==> src/rtl/my_div32_seq.sv <==
// Iterative radix-2 restoring unsigned divider with valid/ready on both sides.
// One quotient bit per clock, MSB first; result is {remainder, quotient}.
module my_div32_seq #(
  parameter int W = 32
) (
  input  logic           clk,
  input  logic           reset_n,
  input  logic           in_valid,
  output logic           in_ready,
  input  logic [W-1:0]   dataa,
  input  logic [W-1:0]   datab,
  output logic           out_valid,
  input  logic           out_ready,
  output logic [2*W-1:0] dataout,
  output logic           div_by_zero
);

  localparam int CW = $clog2(W);
  localparam logic [CW-1:0] CNT_MAX = CW'(W - 1);

  typedef enum logic [1:0] {IDLE, RUN, DONE} state_e;

  state_e           state_q, state_d;
  logic [CW-1:0]    cnt_q, cnt_d;
  logic [W-1:0]     a_q, a_d;       // dividend shifts out MSB-first, quotient bits shift in
  logic [W-1:0]     b_q, b_d;
  logic [W-1:0]     r_q, r_d;
  logic [2*W-1:0]   dout_q, dout_d;
  logic             dbz_q, dbz_d;

  logic [W:0]       r_shift;
  logic [W:0]       r_sub;
  logic             q_bit;

  // The extra top bit keeps the shifted-out remainder MSB so the compare never loses a carry.
  always_comb begin
    r_shift = {r_q, a_q[W-1]};
    r_sub   = r_shift - {1'b0, b_q};
    q_bit   = (r_shift >= {1'b0, b_q});
  end

  // NOTE: every variable gets a hold default before the case so no path leaves it unassigned (no latches).
  always_comb begin
    state_d = state_q;
    cnt_d   = cnt_q;
    a_d     = a_q;
    b_d     = b_q;
    r_d     = r_q;
    dout_d  = dout_q;
    dbz_d   = dbz_q;
    unique case (state_q)
      IDLE: begin
        if (in_valid) begin
          if (datab == '0) begin
            dout_d  = {dataa, {W{1'b1}}};
            dbz_d   = 1'b1;
            state_d = DONE;
          end else begin
            a_d     = dataa;
            b_d     = datab;
            r_d     = '0;
            cnt_d   = CNT_MAX;
            dbz_d   = 1'b0;
            state_d = RUN;
          end
        end
      end
      RUN: begin
        r_d = q_bit ? r_sub[W-1:0] : r_shift[W-1:0];
        a_d = {a_q[W-2:0], q_bit};
        if (cnt_q == '0) begin
          dout_d  = {r_d, a_d};
          state_d = DONE;
        end else begin
          cnt_d = cnt_q - 1'b1;
        end
      end
      DONE: begin
        if (out_ready) state_d = IDLE;
      end
      default: state_d = IDLE;
    endcase
  end

  // NOTE: sequential state uses non-blocking assignments so all registers update from the same pre-edge values.
  always_ff @(posedge clk or negedge reset_n) begin
    if (!reset_n) begin
      state_q <= IDLE;
      cnt_q   <= '0;
      a_q     <= '0;
      b_q     <= '0;
      r_q     <= '0;
      dout_q  <= '0;
      dbz_q   <= 1'b0;
    end else begin
      state_q <= state_d;
      cnt_q   <= cnt_d;
      a_q     <= a_d;
      b_q     <= b_d;
      r_q     <= r_d;
      dout_q  <= dout_d;
      dbz_q   <= dbz_d;
    end
  end

  assign in_ready    = (state_q == IDLE);
  assign out_valid   = (state_q == DONE);
  assign dataout     = dout_q;
  assign div_by_zero = dbz_q;

endmodule

==> config.mk <==
export PLATFORM = sky130hd
export DESIGN_NAME = my_div32_seq
export DESIGN_NICKNAME = d
export VERILOG_FILES = /design/src/rtl/my_div32_seq.sv
export SDC_FILE = /design/constraint.sdc
export NUM_CORES = 1
export LEC_CHECK = 0
export ABC_AREA = 1
export CAP_MARGIN = 20
export CORE_MARGIN = 3
export CORE_UTILIZATION = 40
export CTS_BUF_LIST = sky130_fd_sc_hd__clkbuf_2
export DETAILED_ROUTE_END_ITERATION = 10
export PLACE_DENSITY_LB_ADDON = 0.08
export RECOVER_POWER = 50
export SYNTH_ARGS = -nofsm -noshare
export SYNTH_HDL_FRONTEND = slang
export SYNTH_SLANG_ARGS = --single-unit
==> constraint.sdc <==
create_clock -name clk -period 6 [get_ports clk]
set_clock_uncertainty 0.05 [all_clocks]
set_input_delay 1.2 -clock clk [delete_from_list [all_inputs] [get_ports clk]]
set_output_delay 1.2 -clock clk [all_outputs]
set_load 0.02 [all_outputs]
==> results by stage <==
Outcome:
- The run finished, with violations left.
- The checks that failed: max-capacitance violations, max-slew violations.

Synthesis:
- The most frequently used cell type in the post-synthesis netlist is nand2_1.
- The number of flops mapped to enable cells by yosys is 0.
- The synthesized netlist net count is 1,587.
- In this run, distinct cell masters in the synthesized netlist total 37.
- The part of the Yosys area used for sequential elements is 0.408.
- dfrtp_1 takes more of the synthesized area than any other cell.
- The synthesized-area fraction occupied by ao, oa, aoi and oai cells came to 0.0852.
- Of the total synthesized cell area, the portion taken by AND, OR, NAND and NOR gates is 0.325.
- The Yosys step of the flow raised 0 warnings.
- Among all flip-flop cells after synthesis, the most frequent one is dfrtp_1.
- Sorting the synthesized cells by area gives the leading types as dfrtp_1, nand2_1, inv_1.
- The synthesized design contains 168 register bits.
- The count of mapped cells out of synthesis is 1,484.
- Averaged over all synthesized cells, the footprint is 6.94 um^2.
- By count the netlist is led by nand2_1, inv_1, dfrtp_1.
- The post-synthesis mux area share is 0.
- The XOR/XNOR share of the synthesized area is 0.0128.
- The fraction of synthesis flops using an asynchronous set or reset pin is 1.00.
- The combined area of all synthesized cells is 0.0103 mm^2.
- The main combinational cell family by area after synthesis is simple AND/OR/NAND/NOR gates.
- The fraction of synthesized cell area taken by the top area cell type is 0.408.
- Of the total synthesized cell area, the portion taken by full adders, half adders and majority gates is 0.0433.

Routing:
- In the routed layout, each cell is associated on average with a via count of 4.97.
- Detailed routing inserted a total of 9,620 vias.
- The first-pass detailed-route iteration total is 7.
- The final layout contains routed wiring with a total length of 31,400 um.
- In this run the remaining antenna-violating nets after routing total 0.
- In the routed design, unresolved DRC markers number 0.
- Dividing the detail-routed wire length by the instance count gives 16.2 um.
- The DRC marker count from the first detailed-route iteration is 768.

Die:
- The floorplan has 58 rows.
- The initial utilization of the core area, before any placement, comes to 0.408.
- Measured along the y axis, the die boundary spans 166 um.
- In this run the horizontal extent of the chip is 166 um.
- The die outline area is 0.0277 mm^2.
- For this design the top-level I/O count stands at 135.
- The core region is 0.0253 mm^2.

Layout:
- The number of fill cells in the layout is 2,655.
- The multi-input combinational cells in the finished layout cover a total of 0.00480 mm^2.
- In the final layout, flip-flops and latches occupy 0.00420 mm^2.
- The non-filler instance count after layout is 1,936.
- The final layout net count is 1,694.
- Of the cells placed in the final design, the portion with a size suffix greater than 1 is 0.0324.
- Relative to the synthesized area, the layout overhead comes to 17.8%.
- At the end of the flow the core is filled with cells to 0.480.

Clock tree:
- The maximum buffer depth of the clock tree is 2.
- The tree built by TritonCTS fans out to 168 sinks.
- The clock tree root buffer cell is clkbuf_2.
- Once the clock tree was built, the resizer swapped 0 gates to a different size.
- The number of buffers added by the clock tree synthesis step is 17.
- The post-cts hold buffer count is 0.
- The clock network latency to the later pin of the worst-skew pair is 0.78 ns.
- After clock tree synthesis, the clock-pin slew on the worst setup and hold paths is 0.33 ns.
- The H-tree depth is 4.
- TritonCTS built the clock tree.
- Post-CTS timing repair inserted 0 buffers for setup.

Timing:
- For the pin with the worst max-slew slack, the measured transition is 2.44 ns.
- The setup TNS is 0 ns.
- The fmax is 221 MHz.
- Setup repair after global routing left no endpoint under its margin.
- Dividing the final minimum period by the clock period gives 0.753.
- The headroom to the max-slew limit is -0.630.
- The number of endpoints failing setup at the final stage is 0.
- The max-slew violation count is 103.
- After layout, the minimum clock period comes to 4.52 ns.
- The worst hold slack is 0.459 ns.
- The final number of hold-violating endpoints is 0.

Worst setup path:
- The critical path's most frequent cell is nor2_1.
- Together, buffers and inverters on the worst path number 3.
- The arrival time of the worst setup path is 5.16 ns.
- The critical path class is primary input to flop.
- The worst setup path is captured at a flop.
- The slowest stage of the critical path belongs to the cell clkbuf_1.
- The top cell family by delay on the critical path is simple AND/OR/NAND/NOR gates.
- On the worst path, the slowest cell contributes a delay of 0.90 ns.
- Along the worst path, the maximum fanout reaches 66.
- The required time at the endpoint of the critical path is 6.64 ns.
- The signal on the critical path passes through dlygate4sd3_1 > nor4_1 > nand3b_1 > nor2_1 > nor2_4 > clkbuf_1 > nor2_1 > inv_1 > o31ai_1 > o21ai_0.
- STA classifies the critical path startpoint as a primary input.

Power and ir drop:
- The power density normalized to cell area is 601 mW/mm^2.
- The part of the power in combinational logic is 0.647.
- The switching fraction of total power is 0.540.
- The internal power of the cells totals 0.00335 W.
- In this run the static leakage power is 6.29 nW.
- The worst-case vdd ir drop is 229 uV.
- The share of total power dissipated in the clock network is 0.088.
- The share of total power dissipated in sequential elements is 0.265.
- The switching power total is 0.00394 W.

Flow run:
- The tool flagged a number of max-cap violations equal to 2.

Place:
- The number of port buffers is 134.
- The placer congestion estimate is 0.935.
- In this run, placement finished with an instance count of 1,902.
- Summed over all nets, the half-perimeter wirelength after detailed placement is 23,600 um.

Global routing:
- The first-pass GRT wire length is 49,900 um.
- The number of global-route vias before repair is 9,226.
- The number of antenna violations at the first check in global routing was 1.
- The total global routing overflow is 0.
- The largest net degree at the start of global routing is 169.
- Across every metal layer, demand over resource in global routing totals 0.225.

Worst hold path:
- The path category of the worst min-delay check is primary input to asynchronous set/reset pin.
-- stage by stage --
stage | setup slack [ns] | power (W) | cell area [um^2]
after floorplan | 3.34 | 0.00515 | 10300
after global placement | 1.48 | 0.00667 | 11900
after detailed placement | 1.41 | 0.00670 | 11900
after CTS | 2.27 | 0.00737 | 12100
after global routing | 1.19 | 0.00803 | 12100
final | 1.48 | 0.00729 | 12100
-- flip-flops by register name (all words and copies together), names as in the netlist --
signal / cells
div_by_zero: 1
dataout: 64
cnt_q: 5
b_q: 32
r_q: 32
state_q: 2
a_q: 32
-- worst register-to-register path: stages (launching register included) --
cell      delay [ns]
dfrtp_1         0.51
nor2_1          0.23
nand2_1         0.14
nor2_4          0.11
clkbuf_1        1.72
nor2_1          0.29
inv_1           0.29
nand2_1         0.08
nand2_1         0.06
nand3_1         0.05
-- cell families after synthesis --
group,after synthesis
buffers and inverters,329
AND/OR/NAND/NOR,779
flip-flops,168
AO/OA/AOI/OAI,158
XOR/XNOR,15
adder cells (fa/ha/maj),35
-- cell type report --
| type | instances | area share |
|---|---|---|
| antenna | 2 | 0.000413 |
| clock buffer | 17 | 0.00702 |
| clock inverter | 15 | 0.0143 |
| inverter | 273 | 0.0845 |
| multi-input combinational | 987 | 0.396 |
| sequential | 168 | 0.347 |
| tap | 330 | 0.0340 |
| timing repair buffer | 144 | 0.117 |
-- power by group through the flow --
stage	Clock, W	Combinational (W)	Sequential (W)
floorplan	0	0.00305	0.00210
global placement	0	0.00470	0.00196
detailed placement	0	0.00473	0.00196
CTS	0.000666	0.00476	0.00194
global route	0.000714	0.00532	0.00199
finish	0.000639	0.00472	0.00193
-- cells in the final DEF, fill, tap and decap left out, drive strengths merged --
| cell | n |
|---|---|
| a31oi | 32 |
| nand4 | 42 |
| xnor2 | 1 |
| nor3 | 9 |
| ha | 34 |
| o21ai | 98 |
| xor2 | 14 |
| buf | 9 |
| a22oi | 1 |
| nor3b | 1 |
| nor2 | 124 |
| nand3 | 132 |
| diode | 2 |
| o21a | 1 |
| nand3b | 3 |
| dfrtp | 168 |
| o31ai | 3 |
| fa | 1 |
| a21oi | 20 |
| nand2 | 426 |
| nor4 | 4 |
| clkdlybuf4s50 | 103 |
| clkbuf | 19 |
| clkinv | 8 |
| o21bai | 2 |
| and2 | 6 |
| or2 | 32 |
| dlygate4sd3 | 30 |
| a21o | 1 |
| inv | 280 |
-- path summary, 6_finish.rpt --
kind / endpoint / cells past startpoint / slack [ns] / start
hold reg to reg: cnt_q[0]$_DFFE_PN0P_ / 1 / 0.47 / cnt_q[0]$_DFFE_PN0P_
setup reg to reg: cnt_q[2]$_DFFE_PN0P_ / 9 / 2.40 / state_q[0]$_DFFE_PN0P_
setup / recovery: cnt_q[4]$_DFFE_PN0P_ / 10 / 1.48 / datab[15]
min in group clk: cnt_q[0]$_DFFE_PN0P_ / 1 / 0.47 / cnt_q[0]$_DFFE_PN0P_
max in group asynchronous: r_q[25]$_DFFE_PN0P_ / 2 / 4.61 / reset_n
hold / removal: b_q[3]$_DFFE_PN0P_ / 2 / 0.46 / reset_n
-- metal layers --
metal / global-route usage / share of wire / wire length (um) / vias to the layer above
met1: 0.342 / 0.50 / 15800 / 4477
met3: 0.0375 / 0.051 / 1600 / 31
met5: 0 / 0 / 0 / -
met2: 0.335 / 0.43 / 13400 / 243
li1: - / - / - / 4869
met4: 0.0545 / 0.021 / 644 / 0
(Power assumes the default switching activity.)
